### config.mk
export PLATFORM = sky130hd
export DESIGN_NAME = uart_rx
export DESIGN_NICKNAME = d
export VERILOG_FILES = /design/src/rtl/uart_pkg.sv /design/src/rtl/uart_sync2.sv /design/src/rtl/uart_rx.sv
export SDC_FILE = /design/constraint.sdc
export NUM_CORES = 1
export LEC_CHECK = 0
export CORE_MARGIN = 5
export CORE_UTILIZATION = 45
export CTS_CLUSTER_DIAMETER = 30
export DETAILED_ROUTE_END_ITERATION = 10
export DONT_BUFFER_PORTS = 1
export SLEW_MARGIN = 40
export SYNTH_ARGS = -nofsm -noshare
export SYNTH_HDL_FRONTEND = slang
export SYNTH_HIERARCHICAL = 1
export SYNTH_SLANG_ARGS = --single-unit
export TNS_END_PERCENT = 30
### constraint.sdc
create_clock -name clk -period 5.99 [get_ports clk]
set_input_delay 0 -clock clk [delete_from_list [all_inputs] [get_ports clk]]
set_output_delay 0 -clock clk [all_outputs]
set_load 0.02 [all_outputs]
### src/rtl/uart_pkg.sv
// Shared UART definitions: default line configuration, bit timing helper,
// receiver state encoding and 8N1 frame constants (also used by uart_tx).
package uart_pkg;

  localparam int CLK_FREQ_DEFAULT  = 50_000_000;
  localparam int BAUD_RATE_DEFAULT = 9600;

  localparam int   DATA_BITS  = 8;
  localparam logic STOP_LEVEL = 1'b1;

  typedef enum logic [2:0] {
    IDLE,
    START,
    DATA,
    PARITY,
    STOP
  } rx_state_e;

  // Whole clocks per bit; the remainder of the division is absorbed by
  // re-timing every frame from its own start edge.
  function automatic int bit_period(input int clk_freq, input int baud_rate);
    return clk_freq / baud_rate;
  endfunction

endpackage

### src/rtl/uart_sync2.sv
// Two-flop synchronizer for asynchronous inputs, with a parameterised
// reset value so an idle-high line does not look like an edge out of reset.
module uart_sync2 #(
  parameter int               WIDTH     = 1,
  parameter logic [WIDTH-1:0] RESET_VAL = '1
) (
  input  logic             clk,
  input  logic             rst,
  input  logic [WIDTH-1:0] d_i,
  output logic [WIDTH-1:0] q_o
);

  logic [WIDTH-1:0] meta_q;
  logic [WIDTH-1:0] sync_q;

  always_ff @(posedge clk or posedge rst) begin
    if (rst) begin
      meta_q <= RESET_VAL;
      sync_q <= RESET_VAL;
    end else begin
      meta_q <= d_i;
      sync_q <= meta_q;
    end
  end

  assign q_o = sync_q;

endmodule

### src/rtl/uart_rx.sv
// 8N1 UART receiver: start-edge timed, mid-bit sampled, with one-cycle
// rx_valid / frame_err strobes. Define UART_RX_PARITY_EN to add a parity bit.
module uart_rx
  import uart_pkg::*;
#(
  parameter int CLK_FREQ  = CLK_FREQ_DEFAULT,
  parameter int BAUD_RATE = BAUD_RATE_DEFAULT
`ifdef UART_RX_PARITY_EN
  ,
  parameter bit PARITY_ODD = 1'b0
`endif
) (
  input  logic       clk,
  input  logic       rst,
  input  logic       rx,
  output logic [7:0] data,
  output logic       rx_valid,
  output logic       frame_err,
`ifdef UART_RX_PARITY_EN
  output logic       parity_err,
`endif
  output logic       busy
);

  localparam int BIT_PERIOD  = bit_period(CLK_FREQ, BAUD_RATE);
  localparam int HALF_PERIOD = BIT_PERIOD / 2;

  localparam logic [15:0] BIT_LAST     = 16'(BIT_PERIOD - 1);
  localparam logic [15:0] HALF_LAST    = 16'(HALF_PERIOD - 1);
  localparam logic [2:0]  BIT_IDX_LAST = 3'(DATA_BITS - 1);

  if (BIT_PERIOD < 4 || BIT_PERIOD > 65535) begin : g_bad_period
    $error("uart_rx: CLK_FREQ/BAUD_RATE must give 4..65535 clocks per bit");
  end

  logic rx_s;

  uart_sync2 #(
    .WIDTH    (1),
    .RESET_VAL(1'b1)
  ) u_sync_rx (
    .clk(clk),
    .rst(rst),
    .d_i(rx),
    .q_o(rx_s)
  );

  rx_state_e   state_q;
  logic [15:0] clk_cnt_q;
  logic [2:0]  bit_idx_q;
  logic [7:0]  shift_q;
  logic [7:0]  shift_d;
  logic        rx_prev_q;
  logic [7:0]  data_q;
  logic        rx_valid_q;
  logic        frame_err_q;
  logic        busy_q;
  logic        fall_edge;

`ifdef UART_RX_PARITY_EN
  logic parity_bit_q;
  logic parity_err_q;
  logic parity_bad;

  assign parity_bad = parity_bit_q ^ (^shift_q) ^ PARITY_ODD;
`endif

  // LSB arrives first, so each new bit enters at the top and shifts down.
  assign shift_d   = {rx_s, shift_q[7:1]};
  assign fall_edge = rx_prev_q & ~rx_s;

  always_ff @(posedge clk or posedge rst) begin
    if (rst) begin
      state_q      <= IDLE;
      clk_cnt_q    <= '0;
      bit_idx_q    <= '0;
      shift_q      <= '0;
      rx_prev_q    <= 1'b1;
      data_q       <= '0;
      rx_valid_q   <= 1'b0;
      frame_err_q  <= 1'b0;
      busy_q       <= 1'b0;
`ifdef UART_RX_PARITY_EN
      parity_bit_q <= 1'b0;
      parity_err_q <= 1'b0;
`endif
    end else begin
      rx_prev_q   <= rx_s;
      rx_valid_q  <= 1'b0;
      frame_err_q <= 1'b0;
`ifdef UART_RX_PARITY_EN
      parity_err_q <= 1'b0;
`endif
      case (state_q)
        IDLE: begin
          if (fall_edge) begin
            state_q   <= START;
            clk_cnt_q <= '0;
            busy_q    <= 1'b1;
          end
        end

        // A start bit that is high again at its midpoint was only a glitch.
        START: begin
          if (clk_cnt_q == HALF_LAST) begin
            clk_cnt_q <= '0;
            if (!rx_s) begin
              state_q   <= DATA;
              bit_idx_q <= '0;
            end else begin
              state_q <= IDLE;
              busy_q  <= 1'b0;
            end
          end else begin
            clk_cnt_q <= clk_cnt_q + 16'd1;
          end
        end

        DATA: begin
          if (clk_cnt_q == BIT_LAST) begin
            clk_cnt_q <= '0;
            shift_q   <= shift_d;
            if (bit_idx_q == BIT_IDX_LAST) begin
`ifdef UART_RX_PARITY_EN
              state_q <= PARITY;
`else
              state_q <= STOP;
`endif
            end else begin
              bit_idx_q <= bit_idx_q + 3'd1;
            end
          end else begin
            clk_cnt_q <= clk_cnt_q + 16'd1;
          end
        end

`ifdef UART_RX_PARITY_EN
        PARITY: begin
          if (clk_cnt_q == BIT_LAST) begin
            clk_cnt_q    <= '0;
            parity_bit_q <= rx_s;
            state_q      <= STOP;
          end else begin
            clk_cnt_q <= clk_cnt_q + 16'd1;
          end
        end
`endif

        // Returning to IDLE at mid-stop-bit leaves half a bit to catch the
        // next start edge of a back-to-back frame.
        STOP: begin
          if (clk_cnt_q == BIT_LAST) begin
            clk_cnt_q <= '0;
            state_q   <= IDLE;
            busy_q    <= 1'b0;
            if (rx_s == STOP_LEVEL) begin
              data_q     <= shift_q;
              rx_valid_q <= 1'b1;
            end else begin
              frame_err_q <= 1'b1;
            end
`ifdef UART_RX_PARITY_EN
            parity_err_q <= parity_bad;
`endif
          end else begin
            clk_cnt_q <= clk_cnt_q + 16'd1;
          end
        end

        default: begin
          state_q <= IDLE;
          busy_q  <= 1'b0;
        end
      endcase
    end
  end

  assign data      = data_q;
  assign rx_valid  = rx_valid_q;
  assign frame_err = frame_err_q;
  assign busy      = busy_q;
`ifdef UART_RX_PARITY_EN
  assign parity_err = parity_err_q;
`endif

endmodule

==> results.cfg, run 1 <==
[sta]
timing_hold_violations_final = 0
final.setup_skew_ns = 0.00879
final.min_clock_period_ns = 2.80
worst_pin_slew_ns = 0.754
max_freq_mhz = 357
timing.final.crit_share_pct = 46.8
hold_slack_ns = 0.174
final_setup_violation_count = 0
slew-limit-headroom_pct = 49.4
grt_setup_unrepaired = no
timing.final.max_slew_violations = 0
setup_total_negative_slack_ns = 0

[power]
static-leakage-power_nw = 1.07
power_per_cell_area_nw_per_um2 = 303
ir_worst_vdd_uv = 141

[route]
initialDrtViolationCount = 87
drc = 0
avgRoutedWirePerCell_um = 15.9
postRouteAntennaNets = 0
via_count = 1510
route.final.wire_length_um = 4030
first_pass_iters = 4
drt_via_density = 5.94

[clock_tree]
ctsRootBufferMaster = clkbuf_8
cts-resized-gates = 0
cts_max_path_buffers = 2
tritoncts_num_sinks = 44
cts_tree = yes
register_clock_pin_slew_on_the_reported_worst_setup_and_hold_paths_ns = 0.09
clk-insertion-delay-late_ns = 0.30
htree_levels = 2
cts-buffers-inserted = 5

[yosys]
postSynth.topFlopCell = dfrtp_1
synth-async-reset-ratio_pct = 100
top_cell_type_s_share_of_synthesized_area_pct = 47.6
synth-warning-count = 6
synth.yosys.seq_area_share_pct = 51.2
synthCells = 196
synth.ff_latch_count = 44
mappedNetlistNets = 202
yosys_top_cell_by_area = dfrtp_1
syn_avg_cell_area_um2 = 11.0
synth_cell_types = 48
syn-cell-area_um2 = 2160
ys_top_cells_by_area = dfrtp_1, mux2_2, dfstp_2, mux2_1, nand2_1
number_of_synthesized_flops_with_an_enable_pin = 0

[run]
max_cap_violations = 0

[setup_path]
critPathLaunchType = register
critPathKind = reg -> reg
regToRegSetupSlack_ns = 3.19
timing.critical_path.required_ns = 6.18
cp.arrival_ns = 2.99
critPathMaxFanout = 16
setup.worst_path.end_class = register
worst_r2r_path_depth = 5

[placement]
detailed_place_hpwl_um = 2860
numPlacedInstances = 244
gp_congestion = 0.799
buffer_ports.inserted = 0
place_area_um2 = 2200

[global_routing]
globalRouteTotalUtil_pct = 14.4
grt.met1_usage_pct = 17.5
grt_busiest_layer = met2
global_route_met2_utilization_pct = 23.3
overflow = 0
number_of_antenna_violations_at_the_first_check_in_global_routing = 0
met3_usage_pct = 4.99
maximum_number_of_pins_on_one_net_before_global_route_repair = 23
grt_first_pass_wirelength_um = 7080
grt_pass1_vias = 1498

[layout]
post_layout_nonfiller_instances = 254
drive_gt1_share_pct = 17.0
design_area_um2 = 2340
insertedDiodeCount = 0
n_fill_cell = 430
finalNetCount = 205
syn2layout_area_growth_pct = 8.70

[die]
core_area_um2 = 4690
io-pin-count = 14
die_width_um = 79.2
placementRows = 25
die-area_um2 = 6280
die_h_um = 79.2
start_util_pct = 46.0

[status]
status = completed

[hold_path]
worst_hold_path_type = in -> async
cells in the mapped netlist, types with 4 or more instances:
| library cell | number |
|---|---|
| inv_1 | 6 |
| nor2_1 | 14 |
| nor3_1 | 4 |
| mux2_1 | 6 |
| dfrtp_1 | 41 |
| xor2_1 | 5 |
| buf_2 | 4 |
| nand2b_1 | 4 |
| a22o_1 | 4 |
| o21ai_0 | 10 |
| a21oi_1 | 9 |
| mux2_2 | 9 |
| and3_1 | 6 |
| a31oi_1 | 4 |
| nand2_1 | 16 |
| nand3_1 | 6 |
path summary, 6_finish.rpt:
check	from	endpoint
min in group clk	rx	u_sync_rx/meta_q
setup reg to reg	clk_cnt_q[13]	clk_cnt_q[4]
max in group asynchronous	rst	clk_cnt_q[2]
hold reg to reg	u_sync_rx/meta_q	u_sync_rx/q_o
hold / removal	rst	data[4]
setup / recovery	clk_cnt_q[13]	clk_cnt_q[4]
metal layers:
layer | vias to the layer above | part of all wire (%)
met1 | 738 | 45
met4 | 0 | 1.9
li1 | 719 | -
met3 | 8 | 5.2
met2 | 45 | 47
met5 | - | 0
where the power goes:
group | switching [W] | leakage (nW) | internal (W)
clock network | 0.000103 | 0.0614 | 0.000136
logic | 0.0000584 | 0.415 | 0.0000477
registers | 0.0000423 | 0.590 | 0.000323
logic make-up after synthesis:
family	Yosys count	share of synthesized area [%]
compound gates	44	13.4
mux	15	7.83
flops	44	51.2
simple gates	71	20.7
fa+ha+maj	3	1.74
xor+xnor	6	2.44
buf+inv	13	2.67
metrics by stage:
stage | utilization (%) | worst slack, ns | power (W)
5_1_grt | 50.0 | 3.08 | 0.000751
6_report | 50.0 | 3.19 | 0.000710
2_1_floorplan | - | 3.79 | 0.000449
3_5_place_dp | 47.0 | 3.22 | 0.000474
3_3_place_gp | 46.8 | 3.12 | 0.000469
4_1_cts | 50.0 | 3.21 | 0.000717
timing repair:
action | CTS | global route
setup buffers | 0 | 0
endpoints found under the hold margin | 22 | 0
hold buffers | 2 | 0
cells in the final DEF, fill, tap and decap left out, types with 2 or more instances in the layout:
| cell type | count |
|---|---|
| a21o_1 | 2 |
| a21oi_1 | 9 |
| a22o_1 | 4 |
| a31oi_1 | 4 |
| and3_1 | 6 |
| clkbuf_8 | 6 |
| dfrtp_1 | 41 |
| dfstp_2 | 3 |
| dlygate4sd3_1 | 2 |
| ha_1 | 3 |
| inv_1 | 5 |
| mux2_1 | 6 |
| mux2_2 | 9 |
| nand2_1 | 16 |
| nand2b_1 | 4 |
| nand3_1 | 6 |
| nand3b_1 | 2 |
| nand4_1 | 3 |
| nand4b_1 | 2 |
| nor2_1 | 14 |
| nor3_1 | 4 |
| nor3b_1 | 2 |
| nor4_4 | 2 |
| o21ai_0 | 10 |
| o21ai_1 | 2 |
| o21bai_1 | 3 |
| or3b_2 | 2 |
| xor2_1 | 5 |
area by class of cell:
class / instances / area [um2] / area share, %
clock inverters: 2 / 38.8 / 1.65
flip-flops and latches: 44 / 1100 / 47.1
repair buffers: 3 / 27.5 / 1.17
clock buffers: 6 / 82.6 / 3.52
well taps: 54 / 67.6 / 2.88
inverters: 6 / 22.5 / 0.961
multi-input cells: 139 / 1000 / 42.7
critical path, cell delays in order (launching register included):
cell and delay, ns:
dfrtp_1 0.44, or4_4 0.59, nor4_4 0.72, o22ai_2 0.39, and3_1 0.29, a221o_1 0.26
flip-flops by register name, summed over array words and instances (netlist names):
signal            count
bit_idx_q             3
busy                  1
clk_cnt_q            16
data                  8
frame_err             1
rx_prev_q             1
rx_valid              1
shift_q               8
state_q               3
u_sync_rx/meta_q      1
u_sync_rx/q_o         1
No activity file was read; power rests on OpenSTA's default activity.
==> inputs of run 2 (changes only) <==
Clock period 5.99 ns to 2.3 ns, I/O delays scaled along.
==> results.cfg, run 2 (same netlist as run 1, synthesis figures left out) <==
[power]
power_per_cell_area_nw_per_um2 = 740
static-leakage-power_nw = 1.14
ir_worst_vdd_uv = 374
total_power_w = 0.00183

[route]
drc = 0
drt_via_density = 5.73
postRouteAntennaNets = 0
initialDrtViolationCount = 63
via_count = 1559
first_pass_iters = 4
route.final.wire_length_um = 4510
avgRoutedWirePerCell_um = 16.6

[placement]
dp_slack_ns = 0.0667
buffer_ports.inserted = 0
detailed_place_hpwl_um = 3250
gp_congestion = 0.828
numPlacedInstances = 261

[layout]
finalNetCount = 223
post_layout_nonfiller_instances = 272
layout_commonest_cell = dfrtp_1
drive_gt1_share_pct = 23.9
syn2layout_area_growth_pct = 14.7
largest_reg_flops = 16
top_register = clk_cnt_q
most-common-layout-cells = dfrtp_1, buf_4, nand2_1
insertedDiodeCount = 0

[sta]
final.setup_skew_ns = 0.0112
final.min_clock_period_ns = 2.17
final_setup_violation_count = 0
worst_pin_slew_ns = 0.532
timing_hold_violations_final = 0
hold_slack_ns = 0.210
slew-limit-headroom_pct = 64.5
setup_total_negative_slack_ns = 0
max_freq_mhz = 461
timing.final.crit_share_pct = 94.2
grt_setup_unrepaired = no
timing.final.max_slew_violations = 0
worst_slack_ns = 0.132

[die]
core_area_um2 = 4690
start_util_pct = 46.0
io-pin-count = 14
placementRows = 25
die-area_um2 = 6280
die_width_um = 79.2
die_h_um = 79.2

[clock_tree]
tritoncts_num_sinks = 44
register_clock_pin_slew_on_the_reported_worst_setup_and_hold_paths_ns = 0.08
cts-buffers-inserted = 5
clk-insertion-delay-late_ns = 0.30
cts_max_path_buffers = 2
htree_levels = 2
ctsRootBufferMaster = clkbuf_8
cts_tree = yes

[setup_path]
cp.arrival_ns = 2.34
worst_setup_sp = clk_cnt_q[13]
worst_r2r_path_depth = 5
critPathMaxFanout = 11
timing.critical_path.required_ns = 2.47
critPathLaunchType = register
setup.worst_path.end_class = register
critPathKind = reg -> reg
crit-reg2reg-capture = data[5]
worstReg2RegStart = clk_cnt_q[13]
regToRegSetupSlack_ns = 0.13
crit_path_capture = data[5]

[run]
max_cap_violations = 0

[status]
status = completed

[global_routing]
grt_pass1_vias = 1644
grt_first_pass_wirelength_um = 8090
number_of_antenna_violations_at_the_first_check_in_global_routing = 0
globalRouteTotalUtil_pct = 16.1
overflow = 0
maximum_number_of_pins_on_one_net_before_global_route_repair = 43

[hold_path]
worst_hold_path_type = in -> async
run 2: changes by cell type in the layout (fill, tap and decap cells not counted), sizes merged:
cell and change:
clkinvlp +1, bufinv -1, buf +18
run 2: worst min path at each step:
| stage | startpoint | end |
|---|---|---|
| 2_1_floorplan | rst | u_sync_rx/meta_q |
| 3_3_place_gp | rst | u_sync_rx/meta_q |
| 3_5_place_dp | rst | u_sync_rx/meta_q |
| 4_1_cts | rst | u_sync_rx/meta_q |
| 5_1_grt | rst | u_sync_rx/meta_q |
| 6_report | rst | u_sync_rx/meta_q |
run 2: timing repair:
item,4_1_cts,5_1_grt
hold buffers,2,0
buffers inserted,0,1
resized for setup,0,5
endpoints found under the hold margin,44,0
endpoints found under the setup margin,0,21
run 2: per-stage QoR:
| step | cell area [um2] | utilization [%] |
|---|---|---|
| 2_1_floorplan | 2160 | - |
| 3_3_place_gp | 2340 | 49.8 |
| 3_5_place_dp | 2340 | 49.8 |
| 5_1_grt | 2470 | 52.7 |
| 6_report | 2470 | 52.7 |
| 4_1_cts | 2440 | 52.1 |
run 2: worst max-delay path, stage by stage, from the launching register on:
cell     delay [ns]
dfrtp_1        0.39
or4_4          0.58
nor4_4         0.34
buf_12         0.18
nand4_4        0.18
mux2_1         0.38
run 2: area by class of cell:
cell class                      count  area, um2
Inverter                            6       22.5
Multi-Input combinational cell    139       1020
Tap cell                           54       67.6
Clock buffer                        6       72.6
Clock inverter                      2       12.5
Sequential cell                    44       1100
Fill cell                         428       2220
Timing Repair Buffer               21        175
run 2: where the power goes:
| group | switching [W] | internal [W] | total [W] |
|---|---|---|---|
| Combinational | 0.000232 | 0.000219 | 0.000452 |
| Sequential | 0.0000624 | 0.000841 | 0.000903 |
| Clock | 0.000264 | 0.000213 | 0.000476 |
| Total | 0.000558 | 0.00127 | 0.00183 |
run 2: layer usage:
metal / wire length (um) / track usage [%]
met4: 27 / 3.78
met2: 2250 / 27.4
met5: 0 / 0
met3: 132 / 3.40
met1: 2100 / 21.1
==> inputs of run 3 (changes only) <==
Settings changed: REMOVE_ABC_BUFFERS set to 1.
==> results.cfg, run 3 (same netlist as run 1, synthesis figures left out) <==
[die]
die_h_um = 79.2
core_area_um2 = 4690
start_util_pct = 46.0
die_width_um = 79.2
die-area_um2 = 6280
placementRows = 25
io-pin-count = 14

[placement]
buffer_ports.inserted = 0
place_area_um2 = 2320
gp_congestion = 0.853
detailed_place_hpwl_um = 3000
numPlacedInstances = 260

[run]
max_cap_violations = 0

[route]
initialDrtViolationCount = 82
avgRoutedWirePerCell_um = 14.9
drt_via_density = 5.70
postRouteAntennaNets = 0
via_count = 1540
drc = 0
first_pass_iters = 4
route.final.wire_length_um = 4030

[setup_path]
crit_family = simple AND/OR/NAND/NOR gates
critical-path-slowest-cell = or4b_2
critPathKind = reg -> reg
crit_path_max_incr_delay_ns = 0.62
cp_cell_sequence = ha_1, or4b_2, nor4_4, buf_4, a2bb2oi_1, o21bai_1, a22o_1
timing.critical_path.required_ns = 2.48
setup.worst_path.end_class = register
critPathMaxFanout = 5
critPathBufInv = 1
cp.arrival_ns = 2.38
critPathLaunchType = register

[clock_tree]
clk-insertion-delay-late_ns = 0.29
cts_tree = yes
htree_levels = 2
register_clock_pin_slew_on_the_reported_worst_setup_and_hold_paths_ns = 0.08
cts-buffers-inserted = 5
cts_max_path_buffers = 2
ctsRootBufferMaster = clkbuf_8
cts_post_setup_buffers_inserted = 0
tritoncts_num_sinks = 44

[power]
total_power_w = 0.00180
ir_worst_vdd_uv = 327
power_per_cell_area_nw_per_um2 = 737
static-leakage-power_nw = 1.14

[global_routing]
maximum_number_of_pins_on_one_net_before_global_route_repair = 43
overflow = 0
globalRouteTotalUtil_pct = 14.8
grt_pass1_vias = 1547
grt_first_pass_wirelength_um = 7340
number_of_antenna_violations_at_the_first_check_in_global_routing = 0

[hold_path]
worst_hold_path_type = in -> async

[sta]
timing.final.crit_share_pct = 95.9
hold_slack_ns = 0.196
final.setup_skew_ns = 0.00405
final.min_clock_period_ns = 2.20
grt_setup_unrepaired = no
timing_hold_violations_final = 0
worst_pin_slew_ns = 0.519
final_setup_violation_count = 0
slew-limit-headroom_pct = 65.4
timing.final.max_slew_violations = 0
setup_total_negative_slack_ns = 0
max_freq_mhz = 454

[layout]
insertedDiodeCount = 0
layout_commonest_cell = dfrtp_1
syn2layout_area_growth_pct = 13.2
most-common-layout-cells = dfrtp_1, nand2_1, buf_4
top_register = clk_cnt_q
finalNetCount = 221
largest_reg_flops = 16
drive_gt1_share_pct = 23.1
post_layout_nonfiller_instances = 270
register_area_um2 = 1100
n_fill_cell = 424
design_area_um2 = 2440
multi_input_area_um2 = 1000

[status]
status = completed
==> run 3: cell count changes in the layout (fill, tap and decap cells not counted), sizes merged <==
cell      delta
buf          -2
clkinvlp     -1
clkinv       +1
==> run 3: path summary, 6_finish.rpt <==
kind,startpoint,to,slack (ns),cells after the start
worst max-delay path,clk_cnt_q[1],bit_idx_q[2],0.1,7
worst min-delay path,rst,u_sync_rx/meta_q,0.20,2
worst max register to register,clk_cnt_q[1],bit_idx_q[2],0.1,7
worst min register to register,u_sync_rx/meta_q,u_sync_rx/q_o,0.36,0
max in group asynchronous,rst,shift_q[4],1.64,3
min in group clk,rx,u_sync_rx/meta_q,0.25,1
==> run 3: power breakdown <==
part           switching, W  leakage, nW  internal [W]
Clock              0.000247       0.0510      0.000240
Sequential        0.0000545        0.590      0.000841
Combinational      0.000221        0.499      0.000197
Total              0.000522         1.14       0.00128
==> run 3: cell type report <==
class	instances	area share, %
sequential	44	45.3
inverter	6	0.923
timing repair buffer	19	6.20
tap	54	2.77
clock buffer	6	3.38
multi-input combinational	139	41.1
clock inverter	2	0.410
==> run 3: routing by layer <==
layer,wire (um),part of all wire [%],vias up,track usage [%]
met2,2010,50,22,24.2
met1,1800,45,763,19.0
met4,52,1.3,0,4.64
met3,167,4.1,6,4.08
met5,0,0,-,0
li1,-,-,749,-
==> run 3: what timing repair did <==
item                                    4_1_cts  5_1_grt
endpoints found under the setup margin        0       12
resized for setup                             0        3
hold endpoints to repair                     44        0
hold buffers                                  2        0
==> run 3: stage by stage <==
| stage | setup WS [ns] | util (%) |
|---|---|---|
| floorplan | -0.340 | - |
| global placement | 0.124 | 49.4 |
| detailed placement | 0.0492 | 49.4 |
| CTS | 0.0403 | 51.8 |
| global route | 0.00191 | 52.0 |
| finish | 0.0951 | 52.0 |
